## src/rtl/pc_fetch_unit.sv

```systemverilog
// Program counter and fetch sequencer: FETCH/EXEC handshake with next-PC selection.
// Optional PC_TRAP_EN macro enables misaligned-target trapping to TRAP_VECTOR.
module pc_fetch_unit #(
  parameter logic [31:0] RESET_VECTOR = 32'h0000_0000,
  parameter logic [31:0] TRAP_VECTOR  = 32'h0000_0100
) (
  input  logic        i_clk,
  input  logic        i_rst,
  input  logic [31:0] i_pc_plus4,
  input  logic        i_imem_ready,
  input  logic        i_stall,
  input  logic        i_branch_taken,
  input  logic [31:0] i_branch_target,
  input  logic        i_jal,
  input  logic [31:0] i_jal_target,
  input  logic        i_jalr,
  input  logic [31:0] i_jalr_target,
  output logic [31:0] o_pc,
  output logic [31:0] o_imem_addr,
  output logic        o_imem_req,
  output logic        o_instr_valid,
  output logic        o_trap,
  output logic [31:0] o_bad_addr,
  output logic [31:0] o_retire_count
);

  typedef enum logic {S_FETCH = 1'b0, S_EXEC = 1'b1} state_t;

  state_t      r_state, w_state_nxt;
  logic [31:0] r_pc, w_pc_nxt;
  logic [31:0] r_bad_addr, w_bad_addr_nxt;
  logic [31:0] r_retire_count, w_retire_count_nxt;
  logic        r_trap, w_trap_nxt;
  logic [31:0] w_target;
  logic [31:0] w_load_pc;
  logic        w_misaligned;

  // Next-PC candidate: jalr > jal > branch > sequential
  always_comb begin
    w_target = i_pc_plus4;
    if (i_jalr)              w_target = i_jalr_target & ~32'h0000_0001;
    else if (i_jal)          w_target = i_jal_target;
    else if (i_branch_taken) w_target = i_branch_target;
  end

`ifdef PC_TRAP_EN
  assign w_misaligned = (i_jalr | i_jal | i_branch_taken) && (w_target[1:0] != 2'b00);
  assign w_load_pc    = w_target;
`else
  assign w_misaligned = 1'b0;
  assign w_load_pc    = w_target & ~32'h0000_0003;
`endif

  always_comb begin
    w_state_nxt        = r_state;
    w_pc_nxt           = r_pc;
    w_trap_nxt         = 1'b0;
    w_bad_addr_nxt     = r_bad_addr;
    w_retire_count_nxt = r_retire_count;
    case (r_state)
      S_FETCH: begin
        if (i_imem_ready) w_state_nxt = S_EXEC;
      end
      S_EXEC: begin
        if (!i_stall) begin
          w_state_nxt = S_FETCH;
          if (w_misaligned) begin
            w_pc_nxt       = TRAP_VECTOR;
            w_trap_nxt     = 1'b1;
            w_bad_addr_nxt = w_target;
          end else begin
            w_pc_nxt           = w_load_pc;
            w_retire_count_nxt = r_retire_count + 32'd1;
          end
        end
      end
      default: w_state_nxt = S_FETCH;
    endcase
  end

  always_ff @(posedge i_clk or posedge i_rst) begin
    if (i_rst) begin
      r_state        <= S_FETCH;
      r_pc           <= RESET_VECTOR;
      r_trap         <= 1'b0;
      r_bad_addr     <= 32'h0000_0000;
      r_retire_count <= 32'h0000_0000;
    end else begin
      r_state        <= w_state_nxt;
      r_pc           <= w_pc_nxt;
      r_trap         <= w_trap_nxt;
      r_bad_addr     <= w_bad_addr_nxt;
      r_retire_count <= w_retire_count_nxt;
    end
  end

  // Handshake strobes decode straight from state; reset masks the request
  assign o_imem_req     = (r_state == S_FETCH) && !i_rst;
  assign o_instr_valid  = (r_state == S_EXEC);
  assign o_pc           = r_pc;
  assign o_imem_addr    = r_pc;
  assign o_trap         = r_trap;
  assign o_bad_addr     = r_bad_addr;
  assign o_retire_count = r_retire_count;

endmodule
```

## config.mk

```make
export PLATFORM = sky130hd
export DESIGN_NAME = pc_fetch_unit
export DESIGN_NICKNAME = d
export VERILOG_FILES = /design/src/rtl/pc_fetch_unit.sv
export SDC_FILE = /design/constraint.sdc
export NUM_CORES = 1
export LEC_CHECK = 0
export ABC_AREA = 1
export CAP_MARGIN = 20
export CELL_PAD_IN_SITES_DETAIL_PLACEMENT = 0
export CELL_PAD_IN_SITES_GLOBAL_PLACEMENT = 1
export CORE_MARGIN = 10
export CORE_UTILIZATION = 25
export DETAILED_ROUTE_END_ITERATION = 6
export PLACE_DENSITY = 0.91
export SLEW_MARGIN = 25
export SYNTH_ARGS = -nofsm -noshare
export SYNTH_HDL_FRONTEND = slang
export SYNTH_SLANG_ARGS = --single-unit
```

## constraint.sdc

```tcl
create_clock -name i_clk -period 2.3 [get_ports i_clk]
set_input_delay 0.345 -clock i_clk [delete_from_list [all_inputs] [get_ports i_clk]]
set_output_delay 0.345 -clock i_clk [all_outputs]
set_load 0.05 [all_outputs]
```

==> metrics.yaml, run 1 <==
outcome: "completed"
num_rows: 47
drtIter0Drc: 188
drive_gt1_frac: 0.0636
port-buffer-count: 220
synth_xor_area_frac: 0.0268
worstHoldPathType: "input port to async pin"
cts.path.max_buffers: 2
worst-r2r-cell-count: 7
r2r-end: "o_retire_count[28]"
vias: 4347
vias_per_cell: 4.39
synth_area_sq_um: 4250
rsz0062_at_grt: "no"
diodes: 0
drt_wl_total_mm: 15.8
die_h_um: 150
cp-start-kind: "register"
clock-skew-final_ns: 0.00730
worstReg2RegStart: "o_retire_count[12]"
insertion_delay_ns: 0.34
powerDensity_nw_per_um2: 814
swShare: 0.435
crit_buf_inv: 1
synthCells: 578
period_needed_ns: 2.04
synth-simple-area-share: 0.302
cp-end-kind: "output port"
nets: 902
crit_slowest_cell: "clkdlybuf4s50_1"
synth_compound_area_frac: 0.126
p_leak_uw: 0.00286
yosysMostFrequentCell: "nand2_1"
grt_max_degree: 61
cts_num_sinks: 63
fmaxAchievable_ghz: 0.491
maxCapViolations: 0
relSlewSlack: 0.633
irDropWorstVdd_uv: 561
ys.flop_type: "dfrtp_1"
slowest_delay_ns: 0.86
hold_buffers: 0
critPathMaxFanout: 5
hold_viol_final: 0
p_clk_frac: 0.271
synth_mux_area_frac: 0
areaGrowthSynthToFinish_pct: 57.3
path_cells: "clkdlybuf4s50_1"
nFillCells: 1739
synth-seq-cells: 63
cp.required_ns: 1.96
cts_inserted_buffers: 9
arrival_ns: 1.69
die_width_um: 150
first_global_vias: 4509
drc: 0
gp_congestion: 0.786
final.setup.tns_ns: 0
synth_cell_types: 28
p_comb_frac: 0.459
synth_commonest_cells: "150 x nand2_1, 70 x buf_4, 63 x dfrtp_1"
core_sq_um: 16600
avgRoutedWirePerCell_um: 15.9
tightest_slew_ns: 0.549
ios: 266
clk_pin_slew_ns: 0.06
die_area_sq_um: 22600
power.internal_uw: 3080
path_delay_family: "buffers and inverters"
cts_root_buf: "clkbuf_16"
grt_pass1_wl_mm: 24.5
post-cts-setup-buffers: 0
slew_violations: 0
synth_edf_count: 0
total_power_uw: 5450
cts_tree: "built"
critPathKind: "register to output port"
period_share: 0.886
start_util: 0.256
synth_top_family_by_area: "simple AND/OR/NAND/NOR gates"
htreeDepth: 3
synth_largest_area_cell: "dfrtp_1"
grt_antenna_before_repair: 0
ant_nets: 0
setup_violations: 0
synthTopCellsByArea: "dfrtp_1 37%, nand2_1 13%, buf_4 12%"
synth-seq-area-share: 0.371
place_ws_ns: 0.465
p_sw_uw: 2370
ctsResizeCount: 0
syn_avg_cell_area_sq_um: 7.36
grt_use_total: 0.137
firstDrtPassIters: 4
seqPwrFrac: 0.269
synth_fa_ha_area_frac: 0.00294
layout_setup_ws_ns: 0.262
synth.top_cell.area_share: 0.371
hpwl_mm: 12.8
async_flop_share: 1.00
overflow: 0
rrSetupSlack_ns: 0.77
yosys_warnings: 0
-- routing by layer --
layer  wire, um  vias up  global-route usage
met5          0        -                   0
met4        170        0              0.0355
met3       1240       10              0.0447
met2       8090      138               0.245
met1       6300     2028               0.153
li1           -     2171                   -
-- power groups by stage --
stage	Clock, uW	Sequential [uW]	Combinational [uW]
6_report	1480	1470	2500
5_1_grt	1560	1500	2620
4_1_cts	1520	1470	2520
3_5_place_dp	0	1490	2520
3_3_place_gp	0	1490	2500
2_1_floorplan	0	2050	1190
-- metrics by stage --
stage | util | cell area (sq um) | std cells | hold WS, ns
global placement | 0.383 | 6370 | 975 | 0.486
detailed placement | 0.383 | 6370 | 975 | 0.489
CTS | 0.402 | 6690 | 991 | 0.268
global route | 0.402 | 6690 | 991 | 0.285
floorplan | - | 4390 | 614 | 0.483
finish | 0.402 | 6690 | 991 | 0.276
-- layout by cell type, fill, tap and decap left out --
cell type,n
clkdlybuf4s50_1,219
nand2_1,150
dfrtp_1,63
a21oi_1,60
nor2_1,60
nand3_1,41
conb_1,37
o211ai_1,30
inv_1,23
nand3b_1,13
buf_4,13
clkbuf_16,9
nor2_2,8
xnor2_1,7
xor2_1,6
nand4_1,6
inv_2,3
nor3_1,3
nand2_2,2
nor2_4,2
o21ai_0,2
clkinvlp_4,2
bufinv_16,2
clkinv_4,2
buf_12,2
clkinv_1,1
nor3_4,1
nand3b_4,1
nor2_8,1
ha_1,1
clkinv_2,1
-- state kept, by name (all words and copies together) (netlist names) --
| register | flops |
|---|---|
| o_retire_count | 32 |
| o_imem_addr | 30 |
| o_instr_valid | 1 |
-- how the worst max path moves through the flow --
| stage | startpoint | to | slack (ns) | depth (start not counted) |
|---|---|---|---|---|
| 2_1_floorplan | i_rst | o_imem_addr[10] | 0.39 | 1 |
| 3_3_place_gp | i_stall | o_retire_count[6] | 0.48 | 7 |
| 3_5_place_dp | i_stall | o_retire_count[6] | 0.47 | 7 |
| 4_1_cts | o_retire_count[16] | o_retire_count[16] | 0.23 | 1 |
| 5_1_grt | o_retire_count[16] | o_retire_count[16] | 0.22 | 1 |
| 6_report | o_retire_count[16] | o_retire_count[16] | 0.26 | 1 |
-- kinds of logic (layout without fill, tap and decap cells) --
| logic type | Yosys count | in the layout |
|---|---|---|
| adder cells (fa/ha/maj) | 1 | 1 |
| flip-flops | 63 | 63 |
| other | 1 | 37 |
| AND/OR/NAND/NOR | 288 | 288 |
| AO/OA/AOI/OAI | 92 | 92 |
| buffers and inverters | 120 | 277 |
| XOR/XNOR | 13 | 13 |
-- area by class of cell --
| type | count | area [sq um] | area share |
|---|---|---|---|
| Clock buffer | 9 | 225 | 0.0337 |
| Multi-Input combinational cell | 431 | 2090 | 0.312 |
| Clock inverter | 7 | 97.6 | 0.0146 |
| Timing Repair Buffer | 234 | 2330 | 0.348 |
| Inverter | 27 | 101 | 0.0151 |
| Tap cell | 220 | 275 | 0.0411 |
| Sequential cell | 63 | 1580 | 0.236 |
(Power assumes the default switching activity.)
==> run 2, diff against run 1 <==
Settings changed: CORE_MARGIN 10 to not set, GPL_TIMING_DRIVEN set to 0.
==> metrics.yaml, run 2 (synthesized netlist as in run 1, its figures left out) <==
path_cells: "clkdlybuf4s50_1, nor2_1, clkdlybuf4s50_1"
cts_num_sinks: 63
critPathKind: "input port to output port"
maxCapViolations: 0
num_rows: 47
arrival_ns: 1.72
post-cts-setup-buffers: 0
dp_cells: 1055
setup_violations: 0
critPathMaxFanout: 2
avgRoutedWirePerCell_um: 14.2
use_met1: 0.214
grt_pass1_wl_mm: 23.5
clk_pin_slew_ns: 0.06
powerDensity_nw_per_um2: 791
cp-end-kind: "output port"
insertion_delay_ns: 0.33
layout_commonest_cell: "clkdlybuf4s50_1"
p_clk_frac: 0.268
grt_max_degree: 38
layout.cells.non_filler: 1071
cts_inserted_buffers: 9
cts_tree: "built"
slew_violations: 0
grt_use_total: 0.173
use_met3: 0.0284
finish.utilization: 0.435
hpwl_mm: 12.2
relSlewSlack: 0.601
hold_viol_final: 0
gp_congestion: 0.846
ios: 266
cts_root_buf: "clkbuf_16"
htreeDepth: 3
period_needed_ns: 2.07
firstDrtPassIters: 4
p_comb_frac: 0.475
vias_per_cell: 4.27
rsz0062_at_grt: "no"
overflow: 0
use_met2: 0.304
cp.required_ns: 1.96
seqPwrFrac: 0.257
die_width_um: 132
swShare: 0.422
largest_register_ffs: 32
crit_slowest_cell: "clkdlybuf4s50_1"
p_sw_uw: 2410
worstHoldPathType: "input port to async pin"
total_power_uw: 5710
diodes: 0
p_leak_uw: 0.00319
clock-skew-final_ns: 0.00825
tightest_slew_ns: 0.598
first_global_vias: 4462
outcome: "completed"
drtIter0Drc: 140
ant_nets: 0
start_util: 0.256
fmaxAchievable_ghz: 0.484
core_sq_um: 16600
grt_antenna_before_repair: 0
drt_wl_total_mm: 15.2
nets: 982
ctsResizeCount: 0
die_h_um: 132
drc: 0
drive_gt1_frac: 0.129
die_area_sq_um: 17500
crit_path_frequent_cell: "clkdlybuf4s50_1"
grt-busiest-layer: "met2"
port-buffer-count: 220
irDropWorstVdd_uv: 526
vias: 4570
layout_setup_ws_ns: 0.233
cp-start-kind: "input port"
areaGrowthSynthToFinish_pct: 69.8
layout_common_cells: "220 x clkdlybuf4s50_1, 150 x nand2_1, 70 x buf_4"
hold_buffers: 0
cts.path.max_buffers: 2
slowest_delay_ns: 0.80
power.internal_uw: 3300
place_ws_ns: 0.227
period_share: 0.899
## run 2: cell count changes in the layout (fill, tap and decap cells not counted)
cell             previous run  this run
buf_2                       0         4
inv_2                       3         2
clkdlybuf4s50_1           219       220
buf_4                      13        70
buf_6                       0         1
inv_4                       0         1
inv_6                       0         1
clkinv_4                    2         1
clkbuf_8                    0         1
clkbuf_1                    0        17
buf_12                      2         1
clkinv_2                    1         0
buf_1                       0         1
## run 2: cell type report
| type | count | area, sq um |
|---|---|---|
| clock buffers | 10 | 239 |
| fillers | 1694 | 9360 |
| inverters | 27 | 104 |
| repair buffers | 221 | 2220 |
| flip-flops and latches | 63 | 1580 |
| multi-input cells | 431 | 2090 |
| plain buffers | 93 | 624 |
| well taps | 220 | 275 |
| clock inverters | 6 | 92.6 |
## run 2: worst paths after layout
kind | startpoint | endpoint | slack [ns] | cells after the start
max | i_rst | o_imem_req | 0.23 | 3
min | i_rst | o_instr_valid | 0.38 | 2
max reg2reg | o_retire_count[12] | o_retire_count[30] | 0.83 | 7
min reg2reg | o_retire_count[31] | o_retire_count[31] | 0.49 | 2
max in group asynchronous | i_rst | o_imem_addr[11] | 1.39 | 3
min in group i_clk | o_retire_count[31] | o_retire_count[31] | 0.49 | 2
## run 2: worst max-delay path, delay by kind of cell
kind                   cells  cell delay, ns
buffers and inverters      2            1.27
and+or+nand+nor            1            0.11
## run 2: through the flow
stage          hold WS, ns  instance area [sq um]  TNS, ns
2_1_floorplan        0.483                   4390        0
5_1_grt              0.405                   7220        0
4_1_cts              0.381                   7220        0
3_3_place_gp         0.481                   6870   -59.62
6_report             0.377                   7220        0
3_5_place_dp         0.485                   6890        0
## run 2: power groups by stage
stage | logic (uW) | registers (uW) | clock network, uW
2_1_floorplan | 1190 | 2050 | 0
3_3_place_gp | 2700 | 1490 | 0
3_5_place_dp | 2730 | 1490 | 0
4_1_cts | 2730 | 1470 | 1570
5_1_grt | 2840 | 1500 | 1600
6_report | 2710 | 1470 | 1530
## run 2: metal layers
metal	part of all wire	routed length [um]	vias to the layer above
li1	-	-	2323
met1	0.43	6560	2079
met2	0.50	7560	153
met3	0.055	842	15
met4	0.015	227	0
met5	0	0	-
==> run 3, diff against run 2 <==
Settings changed: CORE_AREA set to 2 2 103 105, CORE_UTILIZATION 25 to not set, DIE_AREA set to 0 0 105 107, DONT_BUFFER_PORTS set to 1, PLACE_DENSITY 0.91 to not set, PLACE_DENSITY_LB_ADDON set to 0.08.
==> metrics.yaml, run 3 (synthesized netlist as in run 1, its figures left out) <==
worstHoldPathType: "input port to register"
die_width_um: 105
arrival_ns: 1.77
p_sw_uw: 2200
crit_buf_inv: 0
cp.required_ns: 1.96
nets: 763
num_rows: 37
fmaxAchievable_ghz: 0.472
path_cells: "nor2_1"
areaGrowthSynthToFinish_pct: 13.4
largest_register_ffs: 32
power.internal_uw: 2340
post-cts-setup-buffers: 0
overflow: 0
cp-start-kind: "register"
start_util: 0.421
cts_inserted_buffers: 9
irDropWorstVdd_uv: 412
ctsResizeCount: 0
relSlewSlack: 0.408
die_area_sq_um: 11200
p_comb_frac: 0.287
grt_max_degree: 35
crit_slowest_cell: "nor2_1"
hpwl_mm: 10.7
port-buffer-count: 0
cts_num_sinks: 63
slew_violations: 0
maxCapViolations: 0
drt_wl_total_mm: 13.1
p_clk_frac: 0.247
hold_buffers: 1
core_sq_um: 10100
critPathKind: "register to output port"
drtIter0Drc: 243
final_area_sq_um: 4820
layout_commonest_cell: "nand2_1"
grt_pass1_wl_mm: 20.2
ios: 266
vias: 3908
rsz0062_at_grt: "no"
avgRoutedWirePerCell_um: 17.1
first_global_vias: 3808
place_ws_ns: 0.384
die_h_um: 107
cts_tree: "built"
insertion_delay_ns: 0.33
critPathMaxFanout: 5
tightest_slew_ns: 0.885
powerDensity_nw_per_um2: 942
swShare: 0.486
drc: 0
cts_root_buf: "clkbuf_8"
multi_input_area_sq_um: 2090
p_leak_uw: 0.00231
period_needed_ns: 2.12
gp_congestion: 0.819
clk_pin_slew_ns: 0.07
grt_antenna_before_repair: 0
drive_gt1_frac: 0.173
period_share: 0.920
cts.path.max_buffers: 2
firstDrtPassIters: 4
regArea_sq_um: 1580
ant_nets: 0
grt_use_total: 0.230
diodes: 0
outcome: "completed"
vias_per_cell: 5.10
fin_hold_ws_ns: 0.160
cp-end-kind: "output port"
seqPwrFrac: 0.466
placed_area_sq_um: 4580
setup_violations: 0
layout_common_cells: "150 x nand2_1, 70 x buf_4, 63 x dfrtp_1"
nFillCells: 1042
path_delay_family: "simple AND/OR/NAND/NOR gates"
slowest_delay_ns: 0.80
clock-skew-final_ns: 0.00756
htreeDepth: 3
hold_viol_final: 0
layout_setup_ws_ns: 0.184
run 3: cell count changes in the layout (fill, tap and decap cells not counted):
cell | before | now
clkinv_2 | 0 | 1
dlygate4sd3_1 | 0 | 1
clkinv_4 | 1 | 0
clkdlybuf4s50_1 | 220 | 0
inv_6 | 1 | 0
clkbuf_16 | 9 | 0
clkinvlp_4 | 2 | 0
clkbuf_8 | 1 | 12
run 3: power by group through the flow:
stage | Sequential [uW] | Clock [uW] | Combinational, uW
after floorplan | 2050 | 0 | 1190
final | 2120 | 1120 | 1300
after global placement | 2140 | 0 | 1290
after global routing | 2140 | 1180 | 1390
after CTS | 2120 | 1140 | 1310
after detailed placement | 2140 | 0 | 1310
run 3: final timing paths:
kind,cells past startpoint,slack (ns),end,from
min,2,0.16,o_instr_valid,i_imem_ready
max in group asynchronous,3,1.26,o_imem_addr[20],i_rst
max reg2reg,8,0.37,o_retire_count[26],o_retire_count[0]
min reg2reg,2,0.79,o_retire_count[31],o_retire_count[31]
min in group asynchronous,2,0.51,o_retire_count[4],i_rst
max,1,0.18,o_imem_req,o_instr_valid
run 3: layout make-up:
class / count / area share
multi-input cells: 431 / 0.433
flip-flops and latches: 63 / 0.327
plain buffers: 93 / 0.130
well taps: 136 / 0.0353
clock buffers: 12 / 0.0343
inverters: 27 / 0.0215
clock inverters: 3 / 0.0135
repair buffers: 2 / 0.00623
run 3: through the flow:
step	TNS (ns)	util	instances	total power [uW]
after floorplan	0	-	614	3240
after global placement	-27.30	0.452	750	3430
after detailed placement	0	0.454	751	3450
after CTS	0	0.478	767	4570
after global routing	0	0.478	767	4710
final	0	0.478	767	4540
run 3: per-layer routing:
layer | up-vias | wire [um] | track usage
li1 | 1892 | - | -
met1 | 1833 | 5360 | 0.282
met2 | 171 | 6470 | 0.391
met3 | 12 | 1150 | 0.0711
met4 | 0 | 153 | 0.0619
met5 | - | 0 | 0
